$ cat src/rtl/uart_pkg.sv
// Shared UART definitions: FSM state encoding, parity modes and a parity helper.
// Used by the transmitter and intended for reuse by the matching receiver.
package uart_pkg;

    typedef enum logic [2:0] {
        StIdle,
        StStart,
        StData,
        StPar,
        StStop
    } uart_state_e;

    localparam int unsigned ParityNone = 0;
    localparam int unsigned ParityEven = 1;
    localparam int unsigned ParityOdd  = 2;

    localparam int unsigned MaxDataW = 9;

    // Even parity is the plain XOR of the data bits; odd is its inverse.
    function automatic logic calc_parity(logic [MaxDataW-1:0] word, int unsigned mode);
        return (mode == ParityOdd) ? ~(^word) : ^word;
    endfunction

endpackage

$ cat src/rtl/uart_tx_cfg_if.sv
// Word-input handshake of the UART transmitter: valid/ready with a data word.
interface uart_tx_cfg_if #(
    parameter int unsigned DATA_W = 8
);
    logic              in_valid;
    logic              in_ready;
    logic [DATA_W-1:0] in_data;

    modport master (output in_valid, output in_data, input in_ready);
    modport slave  (input in_valid, input in_data, output in_ready);
endinterface

$ cat src/rtl/uart_baud_gen.sv
// Bit-period timer: counts CLKS_PER_BIT cycles while enabled, restarting at each tick.
// tick_early fires one cycle before tick so the final stop bit can hand over to IDLE.
module uart_baud_gen #(
    parameter int unsigned CLKS_PER_BIT = 16
) (
    input  logic clk,
    input  logic rst,
    input  logic en,
    output logic tick,
    output logic tick_early
);
    localparam int unsigned CntW = $clog2(CLKS_PER_BIT);
    localparam logic [CntW-1:0] CntLast  = CntW'(CLKS_PER_BIT - 1);
    localparam logic [CntW-1:0] CntEarly = CntW'(CLKS_PER_BIT - 2);

    logic [CntW-1:0] cnt_q;

    assign tick       = en && (cnt_q == CntLast);
    assign tick_early = en && (cnt_q == CntEarly);

    always_ff @(posedge clk) begin
        if (rst || !en) begin
            cnt_q <= '0;
        end else if (tick) begin
            cnt_q <= '0;
        end else begin
            cnt_q <= cnt_q + 1'b1;
        end
    end
endmodule

$ cat src/rtl/uart_tx_cfg.sv
// Configurable UART transmitter: start bit, DATA_W data bits LSB first, optional parity,
// STOP_BITS stop bits. tx is registered; tx_done marks the last cycle of the final stop bit.
module uart_tx_cfg
    import uart_pkg::*;
#(
    parameter int unsigned DATA_W       = 8,
    parameter int unsigned CLKS_PER_BIT = 16,
    parameter int unsigned PARITY       = 0,
    parameter int unsigned STOP_BITS    = 1
) (
    input  logic         clk,
    input  logic         rst,
    uart_tx_cfg_if.slave host,
    output logic         tx,
    output logic         busy,
    output logic         tx_done
);
    if (DATA_W < 5 || DATA_W > MaxDataW) begin : g_bad_data_w
        $error("uart_tx_cfg: DATA_W must be in 5..9");
    end
    if (CLKS_PER_BIT < 2) begin : g_bad_clks_per_bit
        $error("uart_tx_cfg: CLKS_PER_BIT must be >= 2");
    end
    if (PARITY > ParityOdd) begin : g_bad_parity
        $error("uart_tx_cfg: PARITY must be 0, 1 or 2");
    end
    if (STOP_BITS < 1 || STOP_BITS > 2) begin : g_bad_stop_bits
        $error("uart_tx_cfg: STOP_BITS must be 1 or 2");
    end

    localparam int unsigned IdxW = $clog2(DATA_W);
    localparam logic [IdxW-1:0] IdxLastData = IdxW'(DATA_W - 1);
    localparam logic [IdxW-1:0] IdxLastStop = IdxW'(STOP_BITS - 1);

    uart_state_e       state_q, state_d;
    logic [DATA_W-1:0] shift_q, shift_d;
    logic [IdxW-1:0]   idx_q, idx_d;
    logic              par_q, par_d;
    logic              tx_q, tx_d;
    logic              done_q, done_d;
    logic              tick, tick_early;
    logic [MaxDataW-1:0] word_ext;

    assign word_ext      = MaxDataW'(host.in_data);
    assign host.in_ready = (state_q == StIdle);
    assign busy          = (state_q != StIdle);
    assign tx            = tx_q;
    assign tx_done       = done_q;

    uart_baud_gen #(
        .CLKS_PER_BIT(CLKS_PER_BIT)
    ) u_baud (
        .clk       (clk),
        .rst       (rst),
        .en        (busy),
        .tick      (tick),
        .tick_early(tick_early)
    );

    always_comb begin
        state_d = state_q;
        shift_d = shift_q;
        idx_d   = idx_q;
        par_d   = par_q;
        tx_d    = tx_q;
        done_d  = 1'b0;
        unique case (state_q)
            StIdle: begin
                if (host.in_valid) begin
                    state_d = StStart;
                    shift_d = host.in_data;
                    par_d   = calc_parity(word_ext, PARITY);
                    idx_d   = '0;
                    tx_d    = 1'b0;
                end
            end
            StStart: begin
                if (tick) begin
                    state_d = StData;
                    tx_d    = shift_q[0];
                end
            end
            StData: begin
                if (tick) begin
                    if (idx_q == IdxLastData) begin
                        idx_d = '0;
                        if (PARITY != ParityNone) begin
                            state_d = StPar;
                            tx_d    = par_q;
                        end else begin
                            state_d = StStop;
                            tx_d    = 1'b1;
                        end
                    end else begin
                        idx_d   = idx_q + 1'b1;
                        shift_d = {1'b0, shift_q[DATA_W-1:1]};
                        tx_d    = shift_q[1];
                    end
                end
            end
            StPar: begin
                if (tick) begin
                    state_d = StStop;
                    tx_d    = 1'b1;
                end
            end
            StStop: begin
                // Final stop bit leaves one cycle early: its last cycle is the IDLE/done
                // cycle, so a word accepted there starts with no idle gap.
                if (idx_q == IdxLastStop) begin
                    if (tick_early) begin
                        state_d = StIdle;
                        idx_d   = '0;
                        done_d  = 1'b1;
                    end
                end else if (tick) begin
                    idx_d = idx_q + 1'b1;
                end
            end
            default: begin
                state_d = StIdle;
                tx_d    = 1'b1;
            end
        endcase
    end

    always_ff @(posedge clk) begin
        if (rst) begin
            state_q <= StIdle;
            shift_q <= '0;
            idx_q   <= '0;
            par_q   <= 1'b0;
            tx_q    <= 1'b1;
            done_q  <= 1'b0;
        end else begin
            state_q <= state_d;
            shift_q <= shift_d;
            idx_q   <= idx_d;
            par_q   <= par_d;
            tx_q    <= tx_d;
            done_q  <= done_d;
        end
    end
endmodule

$ cat src/flat_wrapper.sv
// flat-port wrapper written by rule: the top's interface ports become plain ports
module uart_tx_cfg_flat import uart_pkg::*;
#(
    parameter int unsigned DATA_W       = 8,
    parameter int unsigned CLKS_PER_BIT = 16,
    parameter int unsigned PARITY       = 0,
    parameter int unsigned STOP_BITS    = 1
)
  (clk, rst, tx, busy, tx_done, host_in_valid, host_in_data, host_in_ready);
  uart_tx_cfg_if #(.DATA_W(DATA_W)) host_i ();
  input  logic clk;
  input  logic rst;
  output logic tx;
  output logic busy;
  output logic tx_done;
  input wire logic [$bits(host_i.in_valid)-1:0] host_in_valid;
  input wire logic [$bits(host_i.in_data)-1:0] host_in_data;
  output wire logic [$bits(host_i.in_ready)-1:0] host_in_ready;
  assign host_i.in_valid = host_in_valid;
  assign host_i.in_data = host_in_data;
  assign host_in_ready = host_i.in_ready;
  uart_tx_cfg #(.DATA_W(DATA_W), .CLKS_PER_BIT(CLKS_PER_BIT), .PARITY(PARITY), .STOP_BITS(STOP_BITS)) u_core (.clk(clk), .rst(rst), .host(host_i), .tx(tx), .busy(busy), .tx_done(tx_done));
endmodule
$ cat config.mk
export PLATFORM = sky130hd
export DESIGN_NAME = uart_tx_cfg_flat
export DESIGN_NICKNAME = d
export VERILOG_FILES = /design/src/rtl/uart_pkg.sv /design/src/rtl/uart_tx_cfg_if.sv /design/src/rtl/uart_baud_gen.sv /design/src/rtl/uart_tx_cfg.sv /design/src/flat_wrapper.sv
export SDC_FILE = /design/constraint.sdc
export NUM_CORES = 1
export LEC_CHECK = 0
export BUFFER_PORTS_ARGS = -buffer_cell sky130_fd_sc_hd__buf_2
export CAP_MARGIN = 15
export CORE_MARGIN = 4
export CORE_UTILIZATION = 56
export DETAILED_ROUTE_END_ITERATION = 10
export PLACE_DENSITY = 0.78
export SYNTH_ARGS = -nofsm -noshare
export SYNTH_HDL_FRONTEND = slang
export SYNTH_HIERARCHICAL = 1
export SYNTH_SLANG_ARGS = --single-unit
$ cat constraint.sdc
create_clock -name clk -period 2.45 [get_ports clk]
set_input_delay 0.1225 -clock clk [delete_from_list [all_inputs] [get_ports clk]]
set_output_delay 0.1225 -clock clk [all_outputs]
set_load 0.01 [all_outputs]
==> results.toml <==
[yosys]
synth_area_leaders = "sky130_fd_sc_hd__dfxtp_1 (35%), sky130_fd_sc_hd__mux2i_1 (10%), sky130_fd_sc_hd__ha_1 (6.5%)"
mappedNetlistArea_um2 = 1160
net_count_of_the_mapped_netlist = 141
avgSynthCellArea_um2 = 9.35
synth_flop_cell = "sky130_fd_sc_hd__dfxtp_1"
post-synth-top-area-fraction_pct = 34.5
synthesis.instances = 124
async_flop_share_pct = 0
postSynthRegisterBits = 20
synth.most_common_cell = "sky130_fd_sc_hd__dfxtp_1"
post_synth_num_cell_types = 41
top_post_synthesis_cells_by_count = "sky130_fd_sc_hd__dfxtp_1 (20), sky130_fd_sc_hd__nor2_1 (14), sky130_fd_sc_hd__mux2i_1 (12)"
synth.yosys.seq_area_share_pct = 34.5
synth-edff-count = 0
netlist.top_cell.by_area = "sky130_fd_sc_hd__dfxtp_1"
ys_warn_count = 6

[timing]
maxSlewViolCount = 0
setup_repair_after_global_routing_missed_its_margin = "false"
tightest_slew_ps = 387
fmaxAchievable_ghz = 0.472
final.hold.worst_slack_ps = 165
final_min_period_over_clock_period_pct = 86.5
final-hold-violation-count = 0
min_setup_slack_post_route_ps = 330
relSlewSlack_pct = 74.1
clock-skew-final_ps = 6.41
setup_violations = 0
final.setup.tns_ps = 0
post_layout_minimum_cycle_time_ps = 2120

[floorplanning]
placement_rows = 16
dieArea_um2 = 2860
die_w_um = 53.5
floorplan.die.height_um = 53.5
start_util_pct = 59.1
io_pins = 15
core_area_um2 = 1960

[critical_path]
worst_path_most_repeated_cell = "sky130_fd_sc_hd__nor2_1"
crit_path_start_kind = "flip-flop"
timing.critical_path.cells = "or2_2 -> nor2_1 -> inv_1 -> and4_2 -> nand3b_2 -> a211oi_4 -> buf_4 -> mux2i_1 -> nor2_1"
critical_path.max_stage_delay_ps = 420
critPathSlowestCell = "sky130_fd_sc_hd__a211oi_4"
cp_data_required_time_ps = 2620
end_kind = "flip-flop"
crit_arrival_ps = 2290
criticalPathCategory = "flip-flop to flip-flop"
path_max_fanout = 9

[cts]
htree_levels = 1
insertion_delay_ps = 290
post_cts_sizing = 0
clkSlewWorstSetupHoldPaths_ps = 110
clock_sinks = 20
cts_tree = "built"
max_root_sink_buffers = 2
number_of_hold_buffers_added_after_cts = 0
clockRootBuffer = "sky130_fd_sc_hd__clkbuf_4"
cts.repair_timing.setup_buffer_count = 0
cts_buffers = 3

[drt]
drt-vias-per-instance = 5.63
wl_mm = 2.26
detailroute.wirelength.met3_um = 73
routed.top_layer = "met4"
route.vias.total = 941
sum_of_met2_wire_segment_lengths_after_detailed_routing_mm = 1.08
routed_wire_length_per_instance_um = 13.5
metal_1_wl_mm = 1.08
drtPass1Iterations = 6
drc_errors = 0
drt-initial-drc-count = 13
ant_nets = 0

[final_layout]
layout-drive-gt1-share_pct = 24.3
final_cell_area_um2 = 1280
layout.core_utilization_pct = 65.4
finalNetCount = 159
fill_cells = 189
instances_no_fill = 167
n_antenna_cell = 0
flow.area_growth_from_synthesis_pct = 10.7
ff_latch_area_um2 = 400
multi_input_comb_area_um2 = 697

[placement]
placement.cell_area_um2 = 1260
io_buffers = 14
place.detailed.hpwl_mm = 1.73
routabilityCongestion = 0.855
place_ws_ps = 357
placed_cells = 164

[power]
static-leakage-power_nw = 0.516
irDropWorstVdd_mv = 0.397
power.density_cell_area_nw_per_um2 = 574
total_power_uw = 737

[run_status]
outcome = "finished clean"

[global_route]
antenna_found_initial = 0
vias_in_the_first_global_route = 947
overflow = 0
grt_use_total_pct = 19.1
grt_pass1_wl_mm = 4.06
grt_max_degree = 19

[run]
maxCapViolCount = 0

[hold_path]
hp-class = "input port to flip-flop"
-- logic make-up (layout without fill, tap and decap cells) --
kind of cell / Yosys count / count (layout) / synth area share (%)
fa+ha+maj: 6 / 6 / 6.47
simple gates: 48 / 48 / 23.7
xor+xnor: 2 / 2 / 1.51
compound gates: 24 / 24 / 18.0
buf+inv: 12 / 28 / 5.39
flops: 20 / 20 / 34.5
mux: 12 / 12 / 10.4
-- state kept, by name (all words and copies together) (netlist names) --
register and count:
u_core/state_q 3, u_core/u_baud/cnt_q 4, u_core/tx 1, u_core/idx_q 3, u_core/shift_q 8, u_core/tx_done 1
-- final cells by class --
type	instances	share of cell area (%)
Tap cell	27	2.63
Clock buffer	3	1.75
Timing Repair Buffer	19	8.38
Multi-Input combinational cell	92	54.3
Inverter	6	1.75
Sequential cell	20	31.2
-- power by group --
group	internal, mW	total (mW)	switching, mW
registers	0.354	0.371	0.0175
clock network	0.0571	0.151	0.0942
logic	0.0940	0.214	0.120
total	0.505	0.737	0.232
-- final timing paths --
check / startpoint / to / slack, ps / cells past startpoint
setup reg to reg: u_core/state_q[1] / u_core/shift_q[7] / 330 / 9
setup / recovery: u_core/state_q[1] / u_core/shift_q[7] / 330 / 9
hold / removal: host_in_data[6] / u_core/shift_q[6] / 160 / 3
hold reg to reg: u_core/u_baud/cnt_q[0] / u_core/u_baud/cnt_q[0] / 480 / 1
-- metal layers --
layer | GRT usage [%] | up-vias
li1 | - | 481
met1 | 24.1 | 444
met2 | 32.0 | 12
met3 | 3.10 | 4
met4 | 7.66 | 0
met5 | 0 | -
-- worst max-delay path: cells and delay by family, from the launching register on --
| kind | cells | cell delay [ps] |
|---|---|---|
| simple gates | 5 | 710 |
| compound gates | 1 | 420 |
| flops | 1 | 350 |
| buf+inv | 2 | 340 |
| mux | 1 | 180 |
-- cells in the final DEF, fill, tap and decap left out, types with 5 or more instances in the layout --
cell                        n
sky130_fd_sc_hd__a211oi_1   7
sky130_fd_sc_hd__buf_2     14
sky130_fd_sc_hd__buf_4      5
sky130_fd_sc_hd__dfxtp_1   20
sky130_fd_sc_hd__ha_1       6
sky130_fd_sc_hd__inv_1      6
sky130_fd_sc_hd__mux2i_1   12
sky130_fd_sc_hd__nand2b_1   6
sky130_fd_sc_hd__nor2_1    14
(Power assumes the default switching activity.)
